[src/rtl/muldiv_pkg.sv]
// Shared types and constants for the iterative multiply/divide unit.
package muldiv_pkg;

  localparam int unsigned DATA_W = 32;
  localparam int unsigned CNT_DEF_W = 6;

  typedef enum logic [1:0] {
    IDLE = 2'd0,
    RUN  = 2'd1,
    FIX  = 2'd2,
    DONE = 2'd3
  } state_t;

  localparam logic OP_MUL = 1'b0;
  localparam logic OP_DIV = 1'b1;

  localparam logic [DATA_W-1:0] DIV0_QUOT = '1;
  localparam logic [DATA_W-1:0] INT_MIN   = {1'b1, {(DATA_W-1){1'b0}}};

endpackage

[src/rtl/muldiv_if.sv]
// Request/result bundle between the core (master) and the muldiv unit (slave).
interface muldiv_if #(
  parameter int unsigned WIDTH = muldiv_pkg::DATA_W
);
  logic             start;
  logic             Division;
  logic             Multiplication;
  logic             DivMode;
  logic [WIDTH-1:0] SrcA;
  logic [WIDTH-1:0] SrcB;
  logic             busy;
  logic             done;
  logic [WIDTH-1:0] ResultLo;
  logic [WIDTH-1:0] ResultHi;
  logic             DivZero;

  modport master (
    output start, Division, Multiplication, DivMode, SrcA, SrcB,
    input  busy, done, ResultLo, ResultHi, DivZero
  );

  modport slave (
    input  start, Division, Multiplication, DivMode, SrcA, SrcB,
    output busy, done, ResultLo, ResultHi, DivZero
  );
endinterface

[src/rtl/muldiv_sign_fix.sv]
// Conditional two's-complement negation, used for operand magnitudes and result signs.
module muldiv_sign_fix #(
  parameter int unsigned W = 32
) (
  input  logic [W-1:0] x,
  input  logic         neg,
  output logic [W-1:0] y_c
);

  assign y_c = neg ? (~x + W'(1)) : x;

endmodule

[src/rtl/muldiv_unit.sv]
// Iterative 32-cycle shift-add multiplier / restoring divider with fixed 34-cycle latency.
module muldiv_unit
  import muldiv_pkg::*;
#(
  parameter int unsigned WIDTH = DATA_W,
  parameter int unsigned CNT_W = CNT_DEF_W
) (
  input  logic     clk,
  input  logic     reset,
  muldiv_if.slave  bus
);

  localparam logic [CNT_W-1:0] CNT_LAST = CNT_W'(WIDTH - 1);

  state_t state_q, state_d;

  logic [CNT_W-1:0]   cnt_q;
  logic [2*WIDTH-1:0] acc_q;
  logic [WIDTH-1:0]   addend_q;
  logic [WIDTH-1:0]   raw_a_q;
  logic               op_q, neg_q, sa_q, bzero_q, ovf_q;
  logic               busy_q, done_q, divzero_q;
  logic [WIDTH-1:0]   res_lo_q, res_hi_q;

  logic               accept_c, sa_c, sb_c, ovf_c;
  logic [WIDTH-1:0]   mag_a_c, mag_b_c;
  logic [WIDTH:0]     mul_sum_c, rem_sh_c;
  logic [WIDTH-1:0]   rem_sub_c, rem_nxt_c;
  logic               ge_c;
  logic [2*WIDTH-1:0] prod_c;
  logic [WIDTH-1:0]   quot_c, rem_c;

  assign accept_c = bus.start && (bus.Division ^ bus.Multiplication) &&
                    ((state_q == IDLE) || (state_q == DONE));
  assign sa_c  = bus.DivMode & bus.SrcA[WIDTH-1];
  assign sb_c  = bus.DivMode & bus.SrcB[WIDTH-1];
  assign ovf_c = bus.DivMode && (bus.SrcA == WIDTH'(INT_MIN)) && (&bus.SrcB);

  muldiv_sign_fix #(.W(WIDTH)) u_abs_a (.x(bus.SrcA), .neg(sa_c), .y_c(mag_a_c));
  muldiv_sign_fix #(.W(WIDTH)) u_abs_b (.x(bus.SrcB), .neg(sb_c), .y_c(mag_b_c));

  // One step of each algorithm; acc holds {hi, lo} for multiply and {rem, quot} for divide
  assign mul_sum_c = {1'b0, acc_q[2*WIDTH-1:WIDTH]} +
                     {1'b0, (acc_q[0] ? addend_q : {WIDTH{1'b0}})};
  assign rem_sh_c  = {acc_q[2*WIDTH-1:WIDTH], acc_q[WIDTH-1]};
  assign ge_c      = rem_sh_c >= {1'b0, addend_q};
  assign rem_sub_c = rem_sh_c[WIDTH-1:0] - addend_q;
  assign rem_nxt_c = ge_c ? rem_sub_c : rem_sh_c[WIDTH-1:0];

  muldiv_sign_fix #(.W(2*WIDTH)) u_fix_prod (.x(acc_q), .neg(neg_q), .y_c(prod_c));
  muldiv_sign_fix #(.W(WIDTH)) u_fix_quot (.x(acc_q[WIDTH-1:0]), .neg(neg_q), .y_c(quot_c));
  muldiv_sign_fix #(.W(WIDTH)) u_fix_rem (.x(acc_q[2*WIDTH-1:WIDTH]), .neg(sa_q), .y_c(rem_c));

  // Next-state logic
  always_comb begin
    state_d = state_q;
    case (state_q)
      IDLE:    if (accept_c) state_d = RUN;
      RUN:     if (cnt_q == CNT_LAST) state_d = FIX;
      FIX:     state_d = DONE;
      DONE:    state_d = accept_c ? RUN : IDLE;
      default: state_d = IDLE;
    endcase
  end

  always_ff @(posedge clk or negedge reset) begin
    if (!reset) begin
      state_q   <= IDLE;
      cnt_q     <= '0;
      acc_q     <= '0;
      addend_q  <= '0;
      raw_a_q   <= '0;
      op_q      <= OP_MUL;
      neg_q     <= 1'b0;
      sa_q      <= 1'b0;
      bzero_q   <= 1'b0;
      ovf_q     <= 1'b0;
      busy_q    <= 1'b0;
      done_q    <= 1'b0;
      divzero_q <= 1'b0;
      res_lo_q  <= '0;
      res_hi_q  <= '0;
    end else begin
      state_q <= state_d;
      busy_q  <= (state_d == RUN) || (state_d == FIX);
      done_q  <= (state_d == DONE);

      if (accept_c) begin
        cnt_q    <= '0;
        op_q     <= bus.Division ? OP_DIV : OP_MUL;
        addend_q <= bus.Division ? mag_b_c : mag_a_c;
        acc_q    <= {{WIDTH{1'b0}}, (bus.Division ? mag_a_c : mag_b_c)};
        raw_a_q  <= bus.SrcA;
        neg_q    <= sa_c ^ sb_c;
        sa_q     <= sa_c;
        bzero_q  <= (bus.SrcB == '0);
        ovf_q    <= ovf_c;
      end else if (state_q == RUN) begin
        cnt_q <= (cnt_q == CNT_LAST) ? '0 : cnt_q + CNT_W'(1);
        acc_q <= (op_q == OP_DIV) ? {rem_nxt_c, acc_q[WIDTH-2:0], ge_c}
                                  : {mul_sum_c, acc_q[WIDTH-1:1]};
      end

      // Results and DivZero change only on the FIX->DONE edge
      if (state_q == FIX) begin
        if (op_q == OP_MUL) begin
          {res_hi_q, res_lo_q} <= prod_c;
          divzero_q            <= 1'b0;
        end else if (bzero_q) begin
          res_lo_q  <= WIDTH'(DIV0_QUOT);
          res_hi_q  <= raw_a_q;
          divzero_q <= 1'b1;
        end else if (ovf_q) begin
          res_lo_q  <= WIDTH'(INT_MIN);
          res_hi_q  <= '0;
          divzero_q <= 1'b0;
        end else begin
          res_lo_q  <= quot_c;
          res_hi_q  <= rem_c;
          divzero_q <= 1'b0;
        end
      end
    end
  end

  assign bus.busy     = busy_q;
  assign bus.done     = done_q;
  assign bus.ResultLo = res_lo_q;
  assign bus.ResultHi = res_hi_q;
  assign bus.DivZero  = divzero_q;

endmodule
[src/flat_wrapper.sv]
// flat-port wrapper written by rule: the top's interface ports become plain ports
module muldiv_unit_flat import muldiv_pkg::*;
#(
  parameter int unsigned WIDTH = DATA_W,
  parameter int unsigned CNT_W = CNT_DEF_W
)
  (clk, reset, bus_start, bus_Division, bus_Multiplication, bus_DivMode, bus_SrcA, bus_SrcB, bus_busy, bus_done, bus_ResultLo, bus_ResultHi, bus_DivZero);
  muldiv_if #(.WIDTH(WIDTH)) bus_i ();
  input  logic clk;
  input  logic reset;
  input wire logic [$bits(bus_i.start)-1:0] bus_start;
  input wire logic [$bits(bus_i.Division)-1:0] bus_Division;
  input wire logic [$bits(bus_i.Multiplication)-1:0] bus_Multiplication;
  input wire logic [$bits(bus_i.DivMode)-1:0] bus_DivMode;
  input wire logic [$bits(bus_i.SrcA)-1:0] bus_SrcA;
  input wire logic [$bits(bus_i.SrcB)-1:0] bus_SrcB;
  output wire logic [$bits(bus_i.busy)-1:0] bus_busy;
  output wire logic [$bits(bus_i.done)-1:0] bus_done;
  output wire logic [$bits(bus_i.ResultLo)-1:0] bus_ResultLo;
  output wire logic [$bits(bus_i.ResultHi)-1:0] bus_ResultHi;
  output wire logic [$bits(bus_i.DivZero)-1:0] bus_DivZero;
  assign bus_i.start = bus_start;
  assign bus_i.Division = bus_Division;
  assign bus_i.Multiplication = bus_Multiplication;
  assign bus_i.DivMode = bus_DivMode;
  assign bus_i.SrcA = bus_SrcA;
  assign bus_i.SrcB = bus_SrcB;
  assign bus_busy = bus_i.busy;
  assign bus_done = bus_i.done;
  assign bus_ResultLo = bus_i.ResultLo;
  assign bus_ResultHi = bus_i.ResultHi;
  assign bus_DivZero = bus_i.DivZero;
  muldiv_unit #(.WIDTH(WIDTH), .CNT_W(CNT_W)) u_core (.clk(clk), .reset(reset), .bus(bus_i));
endmodule
[config.mk]
export PLATFORM = sky130hd
export DESIGN_NAME = muldiv_unit_flat
export DESIGN_NICKNAME = d
export VERILOG_FILES = /design/src/rtl/muldiv_pkg.sv /design/src/rtl/muldiv_if.sv /design/src/rtl/muldiv_sign_fix.sv /design/src/rtl/muldiv_unit.sv /design/src/flat_wrapper.sv
export SDC_FILE = /design/constraint.sdc
export NUM_CORES = 1
export LEC_CHECK = 0
export ABC_AREA = 0
export CORE_ASPECT_RATIO = 1.2
export CORE_MARGIN = 3
export CORE_UTILIZATION = 55
export CTS_CLUSTER_SIZE = 12
export DETAILED_ROUTE_END_ITERATION = 16
export PLACE_DENSITY = 0.8
export SYNTH_ARGS = -nofsm -noshare
export SYNTH_HDL_FRONTEND = slang
export SYNTH_SLANG_ARGS = --single-unit
[constraint.sdc]
create_clock -name clk -period 8.2 [get_ports clk]
set_input_delay 1.64 -clock clk [delete_from_list [all_inputs] [get_ports clk]]
set_output_delay 1.64 -clock clk [all_outputs]
set_load 0.05 [all_outputs]
==> results of run 1 <==
## power groups by stage
stage,combinational [mW],sequential (mW),clock (mW)
floorplan,4.01,2.25,0
CTS,5.67,2.23,1.15
detailed placement,5.63,2.23,0
global route,6.29,2.32,1.19
global placement,5.54,2.22,0
finish,5.75,2.28,1.14
## cell usage in the layout (no fill, tap or decap), types with 9 or more instances in the layout
| master | Yosys | routed |
|---|---|---|
| sky130_fd_sc_hd__nand2_1 | 278 | 278 |
| sky130_fd_sc_hd__nor2_1 | 258 | 258 |
| sky130_fd_sc_hd__dfrtp_1 | 208 | 206 |
| sky130_fd_sc_hd__a21oi_1 | 183 | 183 |
| sky130_fd_sc_hd__o21ai_0 | 169 | 169 |
| sky130_fd_sc_hd__clkdlybuf4s50_1 | 0 | 134 |
| sky130_fd_sc_hd__xnor2_1 | 118 | 118 |
| sky130_fd_sc_hd__inv_1 | 75 | 75 |
| sky130_fd_sc_hd__xor2_1 | 74 | 74 |
| sky130_fd_sc_hd__ha_1 | 75 | 73 |
| sky130_fd_sc_hd__nand3_1 | 50 | 50 |
| sky130_fd_sc_hd__o211ai_1 | 45 | 45 |
| sky130_fd_sc_hd__nor3_1 | 42 | 42 |
| sky130_fd_sc_hd__mux2i_1 | 42 | 42 |
| sky130_fd_sc_hd__a21o_1 | 37 | 37 |
| sky130_fd_sc_hd__o221ai_1 | 30 | 30 |
| sky130_fd_sc_hd__a221oi_1 | 30 | 30 |
| sky130_fd_sc_hd__o31ai_1 | 27 | 27 |
| sky130_fd_sc_hd__clkbuf_16 | 0 | 25 |
| sky130_fd_sc_hd__nand4_1 | 22 | 22 |
| sky130_fd_sc_hd__a211oi_1 | 22 | 22 |
| sky130_fd_sc_hd__or3_1 | 20 | 20 |
| sky130_fd_sc_hd__or4_1 | 19 | 19 |
| sky130_fd_sc_hd__a31oi_1 | 18 | 18 |
| sky130_fd_sc_hd__buf_4 | 2 | 18 |
| sky130_fd_sc_hd__and2_1 | 14 | 14 |
| sky130_fd_sc_hd__nor4_1 | 14 | 14 |
| sky130_fd_sc_hd__o21a_1 | 13 | 13 |
| sky130_fd_sc_hd__and3_1 | 13 | 13 |
| sky130_fd_sc_hd__o41ai_1 | 13 | 13 |
| sky130_fd_sc_hd__o21ai_1 | 13 | 13 |
| sky130_fd_sc_hd__nor2b_1 | 10 | 10 |
| sky130_fd_sc_hd__o21bai_1 | 10 | 10 |
| sky130_fd_sc_hd__a22oi_1 | 10 | 10 |
| sky130_fd_sc_hd__o211a_1 | 9 | 9 |
| sky130_fd_sc_hd__nand2b_1 | 9 | 9 |
| sky130_fd_sc_hd__mux2_2 | 9 | 9 |
| sky130_fd_sc_hd__clkbuf_8 | 0 | 9 |
## logic make-up (layout without fill, tap and decap cells)
kind of cell	Yosys count	in the layout	synth area share, %
AO/OA/AOI/OAI	687	687	25.30
XOR/XNOR	192	192	9.656
AND/OR/NAND/NOR	795	795	20.94
flip-flops	208	208	29.89
buffers and inverters	244	272	5.518
multiplexers	52	52	3.082
adder cells (fa/ha/maj)	77	77	5.618
## area by class of cell
cell class / count / area share, %
inverters: 76 / 1.456
multi-input cells: 1803 / 57.52
clock buffers: 37 / 3.833
flip-flops and latches: 208 / 26.60
repair buffers: 154 / 7.634
clock inverters: 5 / 0.4280
well taps: 396 / 2.530
## worst min-delay path: cells and delay by family, from the launching register on
kind / cells / cell delay [ps]
AND/OR/NAND/NOR: 2 / 100
flip-flops: 1 / 340
## routing by layer
metal	up-vias	GRT usage (%)
met5	-	0
met4	0	13.18
met3	200	7.130
met2	1000	55.22
met1	8307	45.56
li1	8080	-
## sequential cells by signal (all words and copies together) (netlist names)
| signal | flops |
|---|---|
| u_core.raw_a_q | 32 |
| u_core.bus.done | 1 |
| u_core.addend_q | 32 |
| u_core.bus.ResultLo | 32 |
| u_core.cnt_q | 6 |
| u_core.neg_q | 1 |
| u_core.bzero_q | 1 |
| u_core.bus.ResultHi | 32 |
| u_core.bus.DivZero | 1 |
| u_core.state_q | 2 |
| u_core.ovf_q | 1 |
| u_core.bus.busy | 1 |
| u_core.sa_q | 1 |
| u_core.acc_q | 64 |
| u_core.op_q | 1 |
## per-stage QoR
step / util [%] / hold slack [ps] / area, um^2
after global placement: 60.82 / 459.9 / 18750
after floorplan: - / 445.7 / 17420
after detailed placement: 60.82 / 465.1 / 18750
final: 63.53 / 478.4 / 19590
after CTS: 63.53 / 480.1 / 19590
after global routing: 63.53 / 500.4 / 19590
## path summary, 6_finish.rpt
kind	cells after the start	from	end	slack, ps
min in group asynchronous	1	reset	u_core.bus.ResultHi[31]	1100
max in group asynchronous	2	reset	u_core.op_q	5640
max	7	bus_Division	u_core.acc_q[17]	3440
min reg2reg	2	u_core.raw_a_q[28]	u_core.raw_a_q[28]	480
min	2	u_core.raw_a_q[28]	u_core.raw_a_q[28]	480
max reg2reg	13	u_core.acc_q[0]	u_core.acc_q[56]	3900
==> results by stage, run 1 <==
Timing:
- The remaining max-slew budget at the tightest pin is 24.14%.
- The final number of hold-violating endpoints is 0.
- In the final timing run, aggregate negative setup slack is 0 ps.
- The share of the cycle needed by the critical path after routing is 58.04%.
- The final period demand of the worst path is approximately 4800 ps.
- The transition at the pin with the smallest max-transition slack is ~1100 ps.
- The final-report setup violation count is 0.
- The maximum clock skew at final layout is 9.041 ps.
- Setup repair after global routing left no endpoint under its margin.
- Setup slack on the critical path of the routed design comes to 3441 ps.
- The number of pins exceeding their max-slew limit in the final report is 0.
- The fmax is between 200 and 250 MHz.

Synth:
- The post-synthesis cell count is 2,255.
- The count of distinct cell types in the synthesized netlist is 81.
- The post-synth design cell area is 17,420 um^2.
- In the post-synthesis netlist, the cell with the most instances is sky130_fd_sc_hd__nand2_1.
- The top cell type's share of synthesized area is 29.89%.
- The register bit total from synthesis is about 210.
- The mean area per synthesized cell is between 7 and 8 um^2.
- After synthesis, the share of flip-flops with an asynchronous set or reset is 100.0%.
- When the netlist entered floorplanning its net count stood at 2,402.
- The cell accounting for the most synthesized area is sky130_fd_sc_hd__dfrtp_1.
- The yosys synthesis warning count is 0.
- The sequential cell area fraction in the yosys report is 29.89%.
- The commonest cells after synthesis are sky130_fd_sc_hd__nand2_1 (278), sky130_fd_sc_hd__nor2_1 (258), sky130_fd_sc_hd__dfrtp_1 (208).
- Ranked by total cell area, the synthesized netlist is headed by sky130_fd_sc_hd__dfrtp_1 (30%), sky130_fd_sc_hd__nand2_1 (6.0%), sky130_fd_sc_hd__xnor2_1 (5.9%), sky130_fd_sc_hd__nor2_1 (5.6%), sky130_fd_sc_hd__ha_1 (5.4%).
- For this run, the leading register cell type out of synthesis is sky130_fd_sc_hd__dfrtp_1.
- The number of flops mapped to enable cells by yosys is 0.

Finish:
- The number of nets in the final layout is 2,414.
- The post-route netlist has 4.599% of its cells at a drive strength greater than 1.
- The final standard cell count with taps included and fillers excluded is 2,679.
- Counting the fill cells in the layout gives roughly 2,700.
- The signed area change from the synthesized netlist to the final layout is 12.47%.
- The number of antenna diodes in the final layout is 0.
- The multi-input combinational cells in the finished layout cover a total of about 11,000 um^2.
- Across the whole layout, storage elements account for 5210 um^2.

Detailed routing:
- After the first detailed-routing iteration, the DRC count stood at between 2,000 and 2,500.
- The mean routed wirelength per cell is about 23 um.
- Once detail routing completed, the nets flagged for antenna violations numbered 0.
- The via-per-instance ratio is roughly 6.6.
- The via total after detailed routing is between 15,000 and 20,000.
- The routed wire length on met2 is roughly 28 mm.
- The length of routed met3 wiring is 6.312 mm.
- The number of DRC violations after detailed routing is 0.
- The top routing layer in use is met4.
- The total length of routed wires is 60.48 mm.
- The iteration count of the initial detailed-routing pass is 7.
- The met1 wire length is ~24 mm.

Floorplanning:
- The y dimension of the die is 200.9 um.
- The die extent in x is 168.4 um.
- The floorplan has 70 rows.
- For this configuration, the core starts out at a cell density of 56.49%.
- The number of primary I/O pins is 137.
- The floorplan step defined a core boundary enclosing 30,830 um^2.
- The floorplan step defined a die boundary enclosing between 30,000 and 40,000 um^2.

Clock network:
- Clock latency on the worst-skew pair, taken at its later pin, is 530 ps.
- The tree built by TritonCTS fans out to between 200 and 250 sinks.
- CTS built an H-tree with a depth of 1.
- In this run, post-CTS repair resized a total of 0 instances.
- The clock-pin slew reported for the worst setup and hold paths after clock tree synthesis is 60 ps.
- The clock passes through at most 3 buffers.
- The post-cts hold buffer count is 0.
- The tree is rooted in a sky130_fd_sc_hd__clkbuf_16.
- In this run, CTS created clock tree buffers numbering 24.
- TritonCTS built the clock tree.
- The post-CTS setup repair buffer count is 0.

Setup path:
- The worst setup path is captured at a register.
- The number of buffers and inverters on the critical path is 3.
- Traced cell by cell, the critical path runs through buf_2 > buf_4 > xor2_1 > and3b_2 > buf_4 > nand2_1 > o221ai_1.
- Among all stages on the critical path, the largest delay is contributed by sky130_fd_sc_hd__and3b_2.
- For this run, the slowest stage of the critical path takes 890 ps.
- The most numerous cell type found on the critical path is sky130_fd_sc_hd__buf_4.
- Data arrives at the worst endpoint at 5150 ps.
- The cell family with the largest share of critical-path delay is simple AND/OR/NAND/NOR gates.
- The required time reported for the critical path endpoint is 8590 ps.
- The highest fanout seen on the critical path is 73.
- The worst setup path is of the primary input to register kind.
- The sort of element at the start of the critical path is a primary input.

Power:
- The sequential share of power is 24.9%.
- The share of total power in combinational logic is 62.7%.
- Net switching is roughly half of the power.
- The cell leakage power is 8.315 nW.
- Summed over all nets, the switching power comes to 4.758 mW.
- Across the VDD grid, the largest voltage drop is between 0.3 and 0.4 mV.
- Of the total power, the clock network draws 12.4%.
- For this design the ratio of total power to cell area is between 400 and 500 nW/um^2.
- Internal power comes to roughly 4.4 mW.
- The total power consumption of the routed design is 9.171 mW.

Placed design:
- The number of buffers added on ports is 136.
- At the end of routability-driven placement, the weighted congestion stood at slightly above 1.
- Timing analysis after detailed placement gives a worst setup slack of ~3100 ps.
- The number of placed instances, taps included, is 2,637.
- Summed over all nets, the half-perimeter wirelength after detailed placement is 45.15 mm.

Global route:
- The overall fraction of global-route tracks in use is approximately a third.
- The initial antenna violation count is 1.
- Global routing finished with a remaining overflow of 0.
- Entering global routing, the biggest net connects 90 pins.
- The wire length of the first global-routing pass is 93.42 mm.
- The number of global-route vias before repair was 16,750.

Job:
- Max-cap violations in this run came to 0.

Status:
- The run finished with clean final reports.

Hold path:
- The min-delay analysis places its worst path in the category register to register.
Power figures use the tool's default switching activity.
==> run 2: changes to the inputs <==
- clock period: 8.2 -> 4.7 ns (I/O delays scaled with it)
==> results by stage, run 2 (synthesis gave the netlist of run 1 again) <==
Clock network:
- The number of buffers created by CTS came to 23 (was 24).
- The clock tree from TritonCTS was built (unchanged).
- The clock-pin slew reported for the worst setup and hold paths after clock tree synthesis was 70 ps (was 60 ps).
- The post-CTS setup repair buffer count was 0 (unchanged).
- The H-tree depth is 1 (unchanged).
- The clock latency of the later-clocked register in the worst-skew pair is 530 ps (about the same).
- The post-cts resize count came to 0 (unchanged).
- The clock root buffer master is sky130_fd_sc_hd__clkbuf_16 (unchanged).
- The maximum buffer depth of the clock tree came to 3 (unchanged).
- The total clock sinks is 208 (unchanged).
- The post-cts hold buffer count is 0 (unchanged).

Floorplanning:
- The y dimension of the die is 200.9 um (unchanged).
- The initial core utilization is 56.49% (unchanged).
- The number of standard-cell rows in the floorplan is 70 (unchanged).
- The number of primary I/O pins is 137 (unchanged).
- The area of the core region is 30,830 um^2 (unchanged).
- The total die area is 33,840 um^2 (unchanged).
- The die extent in x is 168.4 um (unchanged).

Finish:
- The number of fill cells in the layout was 2,647 (was 2,669).
- The flip-flop count of the largest register, all copies and words added was 64 (unchanged).
- The signed area change from the synthesized netlist to the final layout is 13.38% (was 12.47%).
- The leading cell type in the layout, fill and taps excluded is sky130_fd_sc_hd__nand2_1 (unchanged).
- The share of final-layout standard cells stronger than drive strength 1 was 5.587% (was 4.599%).
- Commonest cells after routing, fill and taps aside: sky130_fd_sc_hd__nand2_1 (278), sky130_fd_sc_hd__nor2_1 (258), sky130_fd_sc_hd__dfrtp_1 (206) (unchanged).
- The top register by number of flip-flops is u_core.acc_q (unchanged).
- The antenna diode count was 0 (unchanged).
- The number of nets in the final layout is 2,442 (was 2,414).

Detailed routing:
- The detailed router's first-iteration violation count is 2,235 (was 2,267).
- The via total after detailed routing is 17,960 (was 17,590).
- The iteration count of the initial detailed-routing pass is 6 (was 7).
- The mean routed wirelength per cell is 22.50 um (was 22.57 um).
- The total length of routed wires is 60.86 mm (was 60.48 mm).
- The number of DRC violations after detailed routing is 0 (unchanged).
- The final antenna-violating net count is 0 (unchanged).
- The via-per-instance ratio is 6.640 (was 6.565).

Setup path:
- Cell Chain, Critical Path: inv_1 > ha_1 > or3b_1 > or3_1 > or4_1 > or2_4 > nor3_4 > nor2b_2 > xnor2_1 > o21ai_1 > mux2_2 (was buf_2 > buf_4 > xor2_1 > and3b_2 > buf_4 > nand2_1 > o221ai_1).
- The data arrival time at the worst-slack endpoint is 4470 ps (was 5150 ps).
- The delay of the slowest cell on the worst path came to 810 ps (was 890 ps).
- The kind of critical path is register to register (was primary input to register).
- The required time reported for the critical path endpoint came to 5120 ps (was 8590 ps).
- The sort of element at the start of the critical path was a register (was primary input).
- The endpoint kind of the worst setup timing path is a register (unchanged).
- The library cell contributing the largest single delay on the critical path is sky130_fd_sc_hd__or4_1 (was sky130_fd_sc_hd__and3b_2).
- The number of buffers and inverters on the critical path is 1 (was 3).
- The highest fanout seen on the critical path came to 10 (was 73).
- The cell family with the largest share of critical-path delay was simple AND/OR/NAND/NOR gates (unchanged).

Global route:
- The initial antenna violation count came to 0 (was 1).
- The maximum number of pins on one net before global-route repair is 117 (was 90).
- The sum of overflow across all layers after global routing is 0 (unchanged).
- The number of global-route vias before repair is 16,990 (was 16,750).
- The overall fraction of global-route tracks in use is 34.62% (was 34.34%).
- The wire length of the first global-routing pass is 94.50 mm (was 93.42 mm).

Timing:
- The final period demand of the worst path is 4045 ps.
- The maximum clock skew at final layout is 20.25 ps (was 9.041 ps).
- The number of pins exceeding their max-slew limit in the final report is 0 (unchanged).
- The sum of negative setup slack is 0 ps (unchanged).
- The fmax is 247.2 MHz.
- The remaining max-slew budget at the tightest pin was 16.10% (was 24.14%).
- Setup repair after global routing missed its margin: no (unchanged).
- The transition at the pin with the smallest max-transition slack is 1258 ps (was 1138 ps).
- The worst path uses 86.07% of the clock period.
- The final hold slack was 455.9 ps (was 478.4 ps).
- The final-report setup violation count is 0 (unchanged).
- The final number of hold-violating endpoints is 0 (unchanged).

Placed design:
- The number of buffers added on ports is 136 (unchanged).
- The global placer's final weighted congestion came to 0.9872 (was 1.039).
- The half-perimeter wire length after placement is 45.27 mm (was 45.15 mm).

Status:
- Result of the run: complete, no violations (unchanged).

Power:
- The peak supply drop is 0.5073 mV (was 0.3130 mV).
- The total power divided by cell area is 813.8 nW/um^2 (was 468.2 nW/um^2).
- The cell leakage power is 8.437 nW (was 8.315 nW).

Hold path:
- The type of the most critical hold path is primary input to asynchronous set/reset pin (was register to register).

Job:
- The max-cap violation count is 0 (unchanged).
[run 2: changes by cell type in the layout (fill, tap and decap cells not counted)]
| cell | previous run | this run |
|---|---|---|
| sky130_fd_sc_hd__buf_4 | 18 | 45 |
| sky130_fd_sc_hd__buf_12 | 0 | 2 |
| sky130_fd_sc_hd__clkbuf_1 | 4 | 6 |
| sky130_fd_sc_hd__clkbuf_16 | 25 | 23 |
| sky130_fd_sc_hd__clkbuf_8 | 9 | 7 |
| sky130_fd_sc_hd__clkinv_2 | 0 | 2 |
| sky130_fd_sc_hd__clkinvlp_4 | 2 | 0 |
| sky130_fd_sc_hd__inv_6 | 1 | 0 |
[run 2: layout make-up]
type	instances	area, um^2	share of cell area (%)
inverters	76	285.3	1.445
clock buffers	35	680.7	3.447
repair buffers	183	1738	8.802
well taps	396	495.5	2.509
clock inverters	4	70.07	0.3549
multi-input cells	1803	11270	57.06
flip-flops and latches	208	5210	26.39
[run 2: metal layers]
layer	global-route usage [%]	part of all wire, %	vias to the layer above
li1	-	-	8157
met1	46.71	39	8423
met2	54.21	45	1165
met3	5.574	11	216
met4	16.75	5.6	0
met5	0	0	-
[run 2: through the flow]
| stage | cell area (um^2) | setup WS, ps | power, mW | instances | utilization (%) |
|---|---|---|---|---|---|
| final | 19750 | 654.6 | 16.07 | 2705 | 64.05 |
| after global routing | 19750 | 521.2 | 17.09 | 2705 | 64.05 |
| after CTS | 19750 | 727.1 | 15.80 | 2705 | 64.05 |
| after detailed placement | 18990 | 573.9 | 13.87 | 2666 | 61.61 |
| after global placement | 18990 | 593.2 | 13.68 | 2666 | 61.61 |
| after floorplan | 17420 | 1126 | 10.91 | 2255 | - |
[run 2: report_power, final]
| part | leakage, nW | internal, mW | total [mW] | switching [mW] |
|---|---|---|---|---|
| Sequential | 2.67 | 2.59 | 3.70 | 1.11 |
| Combinational | 5.40 | 4.05 | 10.5 | 6.45 |
| Clock | 0.370 | 1.10 | 1.87 | 0.772 |
| Total | 8.44 | 7.74 | 16.1 | 8.33 |
[run 2: path summary, 6_finish.rpt]
check | cells past startpoint | endpoint | start | slack, ps
hold reg to reg | 2 | u_core.raw_a_q[28] | u_core.raw_a_q[28] | 480
hold / removal | 1 | u_core.bus.ResultHi[31] | reset | 460
max in group asynchronous | 2 | u_core.bus.ResultLo[10] | reset | 3280
setup reg to reg | 11 | u_core.bus.ResultHi[20] | u_core.acc_q[0] | 650
setup / recovery | 11 | u_core.bus.ResultHi[20] | u_core.acc_q[0] | 650
min in group clk | 2 | u_core.raw_a_q[28] | u_core.raw_a_q[28] | 480
[run 2: worst register-to-register path, stage by stage (launching register included)]
cell,delay [ps]
sky130_fd_sc_hd__dfrtp_1,490
sky130_fd_sc_hd__inv_1,370
sky130_fd_sc_hd__ha_1,230
sky130_fd_sc_hd__or3b_1,390
sky130_fd_sc_hd__or3_1,390
sky130_fd_sc_hd__or4_1,810
sky130_fd_sc_hd__or2_4,390
sky130_fd_sc_hd__nor3_4,300
sky130_fd_sc_hd__nor2b_2,80
sky130_fd_sc_hd__xnor2_1,150
sky130_fd_sc_hd__o21ai_1,70
sky130_fd_sc_hd__mux2_2,280
==> run 3: changes to the inputs <==
- CTS_CLUSTER_DIAMETER: unset -> 80
- PLACE_DENSITY: 0.8 -> 0.79
- SYNTH_HIERARCHICAL: unset -> 1
- clock period: 4.7 -> 4.3 ns (I/O delays scaled with it)
==> results by stage, run 3 <==
Status:
- Result of the run: complete, no violations (unchanged).

Clock network:
- The clock root buffer master is sky130_fd_sc_hd__clkbuf_16 (unchanged).
- The total clock sinks is 208 (unchanged).
- The post-cts hold buffer count is 0 (unchanged).
- The H-tree depth is 1 (unchanged).
- The maximum buffer depth of the clock tree is 3 (unchanged).
- The post-CTS setup repair buffer count is 0 (unchanged).
- The number of buffers created by CTS is 22 (was 23).
- The clock-pin slew reported for the worst setup and hold paths after clock tree synthesis is 60 ps (was 70 ps).
- The post-cts resize count is 0 (unchanged).
- The clock latency of the later-clocked register in the worst-skew pair is 560 ps (was 530 ps).
- The clock tree from TritonCTS is built (unchanged).

Timing:
- The share of the cycle needed by the critical path after routing is 86.02% (was 86.07%).
- The final period demand of the worst path was 3699 ps (was 4045 ps).
- The fmax is 270.3 MHz (was 247.2 MHz).
- The sum of negative setup slack is 0 ps (unchanged).
- The transition at the pin with the smallest max-transition slack is 1092 ps (was 1258 ps).
- The number of pins exceeding their max-slew limit in the final report is 0 (unchanged).
- The final-report setup violation count came to 0 (unchanged).
- The remaining max-slew budget at the tightest pin is 27.09% (was 16.10%).
- The maximum clock skew at final layout is 35.90 ps (was 20.25 ps).
- The final worst-path setup slack is 601.0 ps (was 654.6 ps).
- Setup repair after global routing missed its margin: no (unchanged).
- The final number of hold-violating endpoints is 0 (unchanged).

Synth:
- The number of flops mapped to enable cells by yosys is 0 (unchanged).
- The mean area per synthesized cell is 8.299 um^2 (was 7.723 um^2).
- The cell with the most instances after synthesis is sky130_fd_sc_hd__nand2_1 (unchanged).
- Most frequent cells after synthesis: sky130_fd_sc_hd__nand2_1 (319), sky130_fd_sc_hd__xnor2_1 (214), sky130_fd_sc_hd__dfrtp_1 (208) (was sky130_fd_sc_hd__nand2_1 (278), sky130_fd_sc_hd__nor2_1 (258), sky130_fd_sc_hd__dfrtp_1 (208)).
- The post-synth design cell area is 19,110 um^2 (was 17,420 um^2).
- The net count after synthesis is 2,450 (was 2,402).
- The top cell type's share of synthesized area is 27.23% (was 29.89%).
- Top post-synthesis cells by area: sky130_fd_sc_hd__dfrtp_1 (27%), sky130_fd_sc_hd__xnor2_1 (9.8%), sky130_fd_sc_hd__nand2_1 (6.3%), sky130_fd_sc_hd__mux2i_1 (5.5%), sky130_fd_sc_hd__o21ai_0 (5.0%) (was sky130_fd_sc_hd__dfrtp_1 (30%), sky130_fd_sc_hd__nand2_1 (6.0%), sky130_fd_sc_hd__xnor2_1 (5.9%), sky130_fd_sc_hd__nor2_1 (5.6%), sky130_fd_sc_hd__ha_1 (5.4%)).
- The most frequently used flop master after synthesis is sky130_fd_sc_hd__dfrtp_1 (unchanged).
- The proportion of register bits with asynchronous set or reset after synthesis came to 100.0% (unchanged).
- The cell accounting for the most synthesized area is sky130_fd_sc_hd__dfrtp_1 (unchanged).
- The count of distinct cell types in the synthesized netlist is 82 (was 81).
- The register bit total from synthesis is 208 (unchanged).
- The sequential cell area fraction in the yosys report is 27.23% (was 29.89%).
- The post-synthesis cell count was 2,303 (was 2,255).
- The yosys synthesis warning count is 6 (was 0).

Power:
- The cell-internal power was 8.246 mW (was 7.741 mW).
- The cell leakage power is 8.898 nW (was 8.437 nW).
- The total power divided by cell area is 778.4 nW/um^2 (was 813.8 nW/um^2).
- The part of the power in the clock network was 11.0% (was 11.7%).
- The switching share of total power was 51.17% (was 51.83%).
- The sequential share of power is 23.4% (was 23.0%).
- The peak supply drop came to 0.3777 mV (was 0.5073 mV).
- The share of total power in combinational logic is 65.7% (was 65.3%).
- The total power consumption of the routed design was 16.89 mW (was 16.07 mW).
- The net load switching power is 8.641 mW (was 8.327 mW).

Detailed routing:
- The mean routed wirelength per cell is 24.31 um (was 22.50 um).
- The via-per-instance ratio is 6.770 (was 6.640).
- The total length of routed wires is 69.37 mm (was 60.86 mm).
- The number of DRC violations after detailed routing is 0 (unchanged).
- The detailed router's first-iteration violation count came to 2,190 (was 2,235).
- The iteration count of the initial detailed-routing pass is 6 (unchanged).
- The final antenna-violating net count is 0 (unchanged).
- The via total after detailed routing is 19,320 (was 17,960).

Setup path:
- The worst setup path startpoint is u_core/acc_q[52] (was u_core.acc_q[0]).
- The highest fanout seen on the critical path is 39 (was 10).
- The number of cells traversed by the worst register-to-register path was 11 (unchanged).
- The endpoint kind of the worst setup timing path is a register (unchanged).
- The data arrival time at the worst-slack endpoint is 4100 ps (was 4470 ps).
- The required time reported for the critical path endpoint is 4700 ps (was 5120 ps).
- The kind of critical path is register to register (unchanged).
- The start of the worst register-to-register path is u_core/acc_q[52] (was u_core.acc_q[0]).
- The worst-case register-to-register setup slack is 600 ps (was 650 ps).
- The capture point of the worst reg-to-reg path is u_core/acc_q[60] (was u_core.bus.ResultHi[20]).
- The sort of element at the start of the critical path is a register (unchanged).

Finish:
- The leading cell type in the layout, fill and taps excluded was sky130_fd_sc_hd__nand2_1 (unchanged).
- The area used by multi-input combinational logic is 13,050 um^2 (was 11,270 um^2).
- The sequential standard cell area was 5211 um^2 (was 5210 um^2).
- The signed area change from the synthesized netlist to the final layout is 13.51% (was 13.38%).
- The number of nets in the final layout is 2,539 (was 2,442).
- Commonest cells after routing, fill and taps aside: sky130_fd_sc_hd__nand2_1 (318), sky130_fd_sc_hd__xnor2_1 (214), sky130_fd_sc_hd__dfrtp_1 (205) (was sky130_fd_sc_hd__nand2_1 (278), sky130_fd_sc_hd__nor2_1 (258), sky130_fd_sc_hd__dfrtp_1 (206)).
- The share of final-layout standard cells stronger than drive strength 1 came to 9.804% (was 5.587%).
- The flip-flop count of the largest register, all copies and words added came to 64 (unchanged).
- The final standard cell count with taps included and fillers excluded was 2,854 (was 2,705).
- The design area is 21,690 um^2 (was 19,750 um^2).
- The top register by number of flip-flops is u_core/acc_q (was u_core.acc_q).
- The number of fill cells in the layout is 2,890 (was 2,647).

Floorplanning:
- The y dimension of the die is 210.2 um (was 200.9 um).
- The area of the core region came to 34,170 um^2 (was 30,830 um^2).
- The total die area is 37,030 um^2 (was 33,840 um^2).
- The initial core utilization is 55.94% (was 56.49%).
- The number of standard-cell rows in the floorplan is 74 (was 70).
- The die extent in x is 176.2 um (was 168.4 um).
- The number of primary I/O pins was 137 (unchanged).

Placed design:
- The half-perimeter wire length after placement is 51.49 mm (was 45.27 mm).
- The global placer's final weighted congestion is 1.049 (was 0.9872).
- The standard cell area after detailed placement is 21,070 um^2 (was 18,990 um^2).
- The post-place setup slack is 653.0 ps (was 573.9 ps).
- The number of buffers added on ports is 136 (unchanged).
- The placed cell count is 2,824 (was 2,666).

Global route:
- The number of global-route vias before repair came to 18,730 (was 16,990).
- The initial antenna violation count is 1 (was 0).
- The sum of overflow across all layers after global routing is 0 (unchanged).
- The maximum number of pins on one net before global-route repair is 114 (was 117).
- The overall fraction of global-route tracks in use is 36.36% (was 34.62%).
- The wire length of the first global-routing pass is 106.4 mm (was 94.50 mm).

Job:
- The max-cap violation count came to 0 (unchanged).

Hold path:
- The type of the most critical hold path is primary input to asynchronous set/reset pin (unchanged).
## run 3: cell count changes in the layout (fill, tap and decap cells not counted), sizes merged, moves of 29 or more
cell / delta
a21oi: -45
buf: +29
mux2: +37
mux2i: +63
nand2: +41
nor2: -129
nor4: +38
o31ai: +60
o41ai: +38
xnor2: +96
xor2: -48
## run 3: per-layer routing
metal	routed length [um]	vias up	track usage [%]
li1	-	8570	-
met1	24900	9254	42.78
met2	32470	1166	60.27
met3	6778	331	8.090
met4	5230	0	22.51
met5	0	-	0
## run 3: how the worst max path moves through the flow
stage                            end  slack, ps  cells past startpoint
finish              u_core/acc_q[60]        600                     11
global route        u_core/acc_q[63]        400                     14
CTS                 u_core/acc_q[60]        630                     11
detailed placement  u_core/acc_q[30]        650                      7
global placement    u_core/acc_q[30]        680                      7
floorplan           u_core/acc_q[55]       1100                     15
## run 3: cell type report
type	instances	share of cell area, %
sequential	208	24.02
clock inverter	4	0.2942
multi-input combinational	1877	60.14
inverter	71	1.229
tap	456	2.630
antenna	1	0.01154
timing repair buffer	212	9.084
clock buffer	25	2.590
## run 3: metrics by stage
step,hold slack [ps],utilization (%)
2_1_floorplan,446.0,-
3_3_place_gp,458.5,61.66
4_1_cts,445.6,63.49
6_report,424.2,63.50
3_5_place_dp,463.6,61.66
5_1_grt,470.1,63.49
## run 3: critical path: stages (launching register included)
cell and delay [ps]:
sky130_fd_sc_hd__dfrtp_1 530, sky130_fd_sc_hd__ha_1 510, sky130_fd_sc_hd__and3_1 250, sky130_fd_sc_hd__nand2_1 90, sky130_fd_sc_hd__or4_4 520, sky130_fd_sc_hd__o41ai_2 310
sky130_fd_sc_hd__nor2_1 140, sky130_fd_sc_hd__a21oi_4 180, sky130_fd_sc_hd__buf_12 250, sky130_fd_sc_hd__mux2_2 370, sky130_fd_sc_hd__a221oi_1 260, sky130_fd_sc_hd__o21ai_0 130
## run 3: kinds of logic (layout without fill, tap and decap cells)
group / count (synthesis) / count (layout) / share of synthesized area [%]
AND/OR/NAND/NOR: 747 / 747 / 20.26
AO/OA/AOI/OAI: 661 / 661 / 23.50
flip-flops: 208 / 208 / 27.23
other: 0 / 1 / 0
buffers and inverters: 218 / 312 / 4.628
adder cells (fa/ha/maj): 77 / 77 / 5.119
XOR/XNOR: 240 / 240 / 11.00
multiplexers: 152 / 152 / 8.268
## run 3: power groups by stage
stage | Clock [mW] | Sequential [mW] | Combinational [mW]
2_1_floorplan | 0 | 4.04 | 7.54
3_3_place_gp | 0 | 3.89 | 10.6
3_5_place_dp | 0 | 3.93 | 10.8
4_1_cts | 1.86 | 3.90 | 10.8
5_1_grt | 1.93 | 4.03 | 12.0
6_report | 1.85 | 3.95 | 11.1
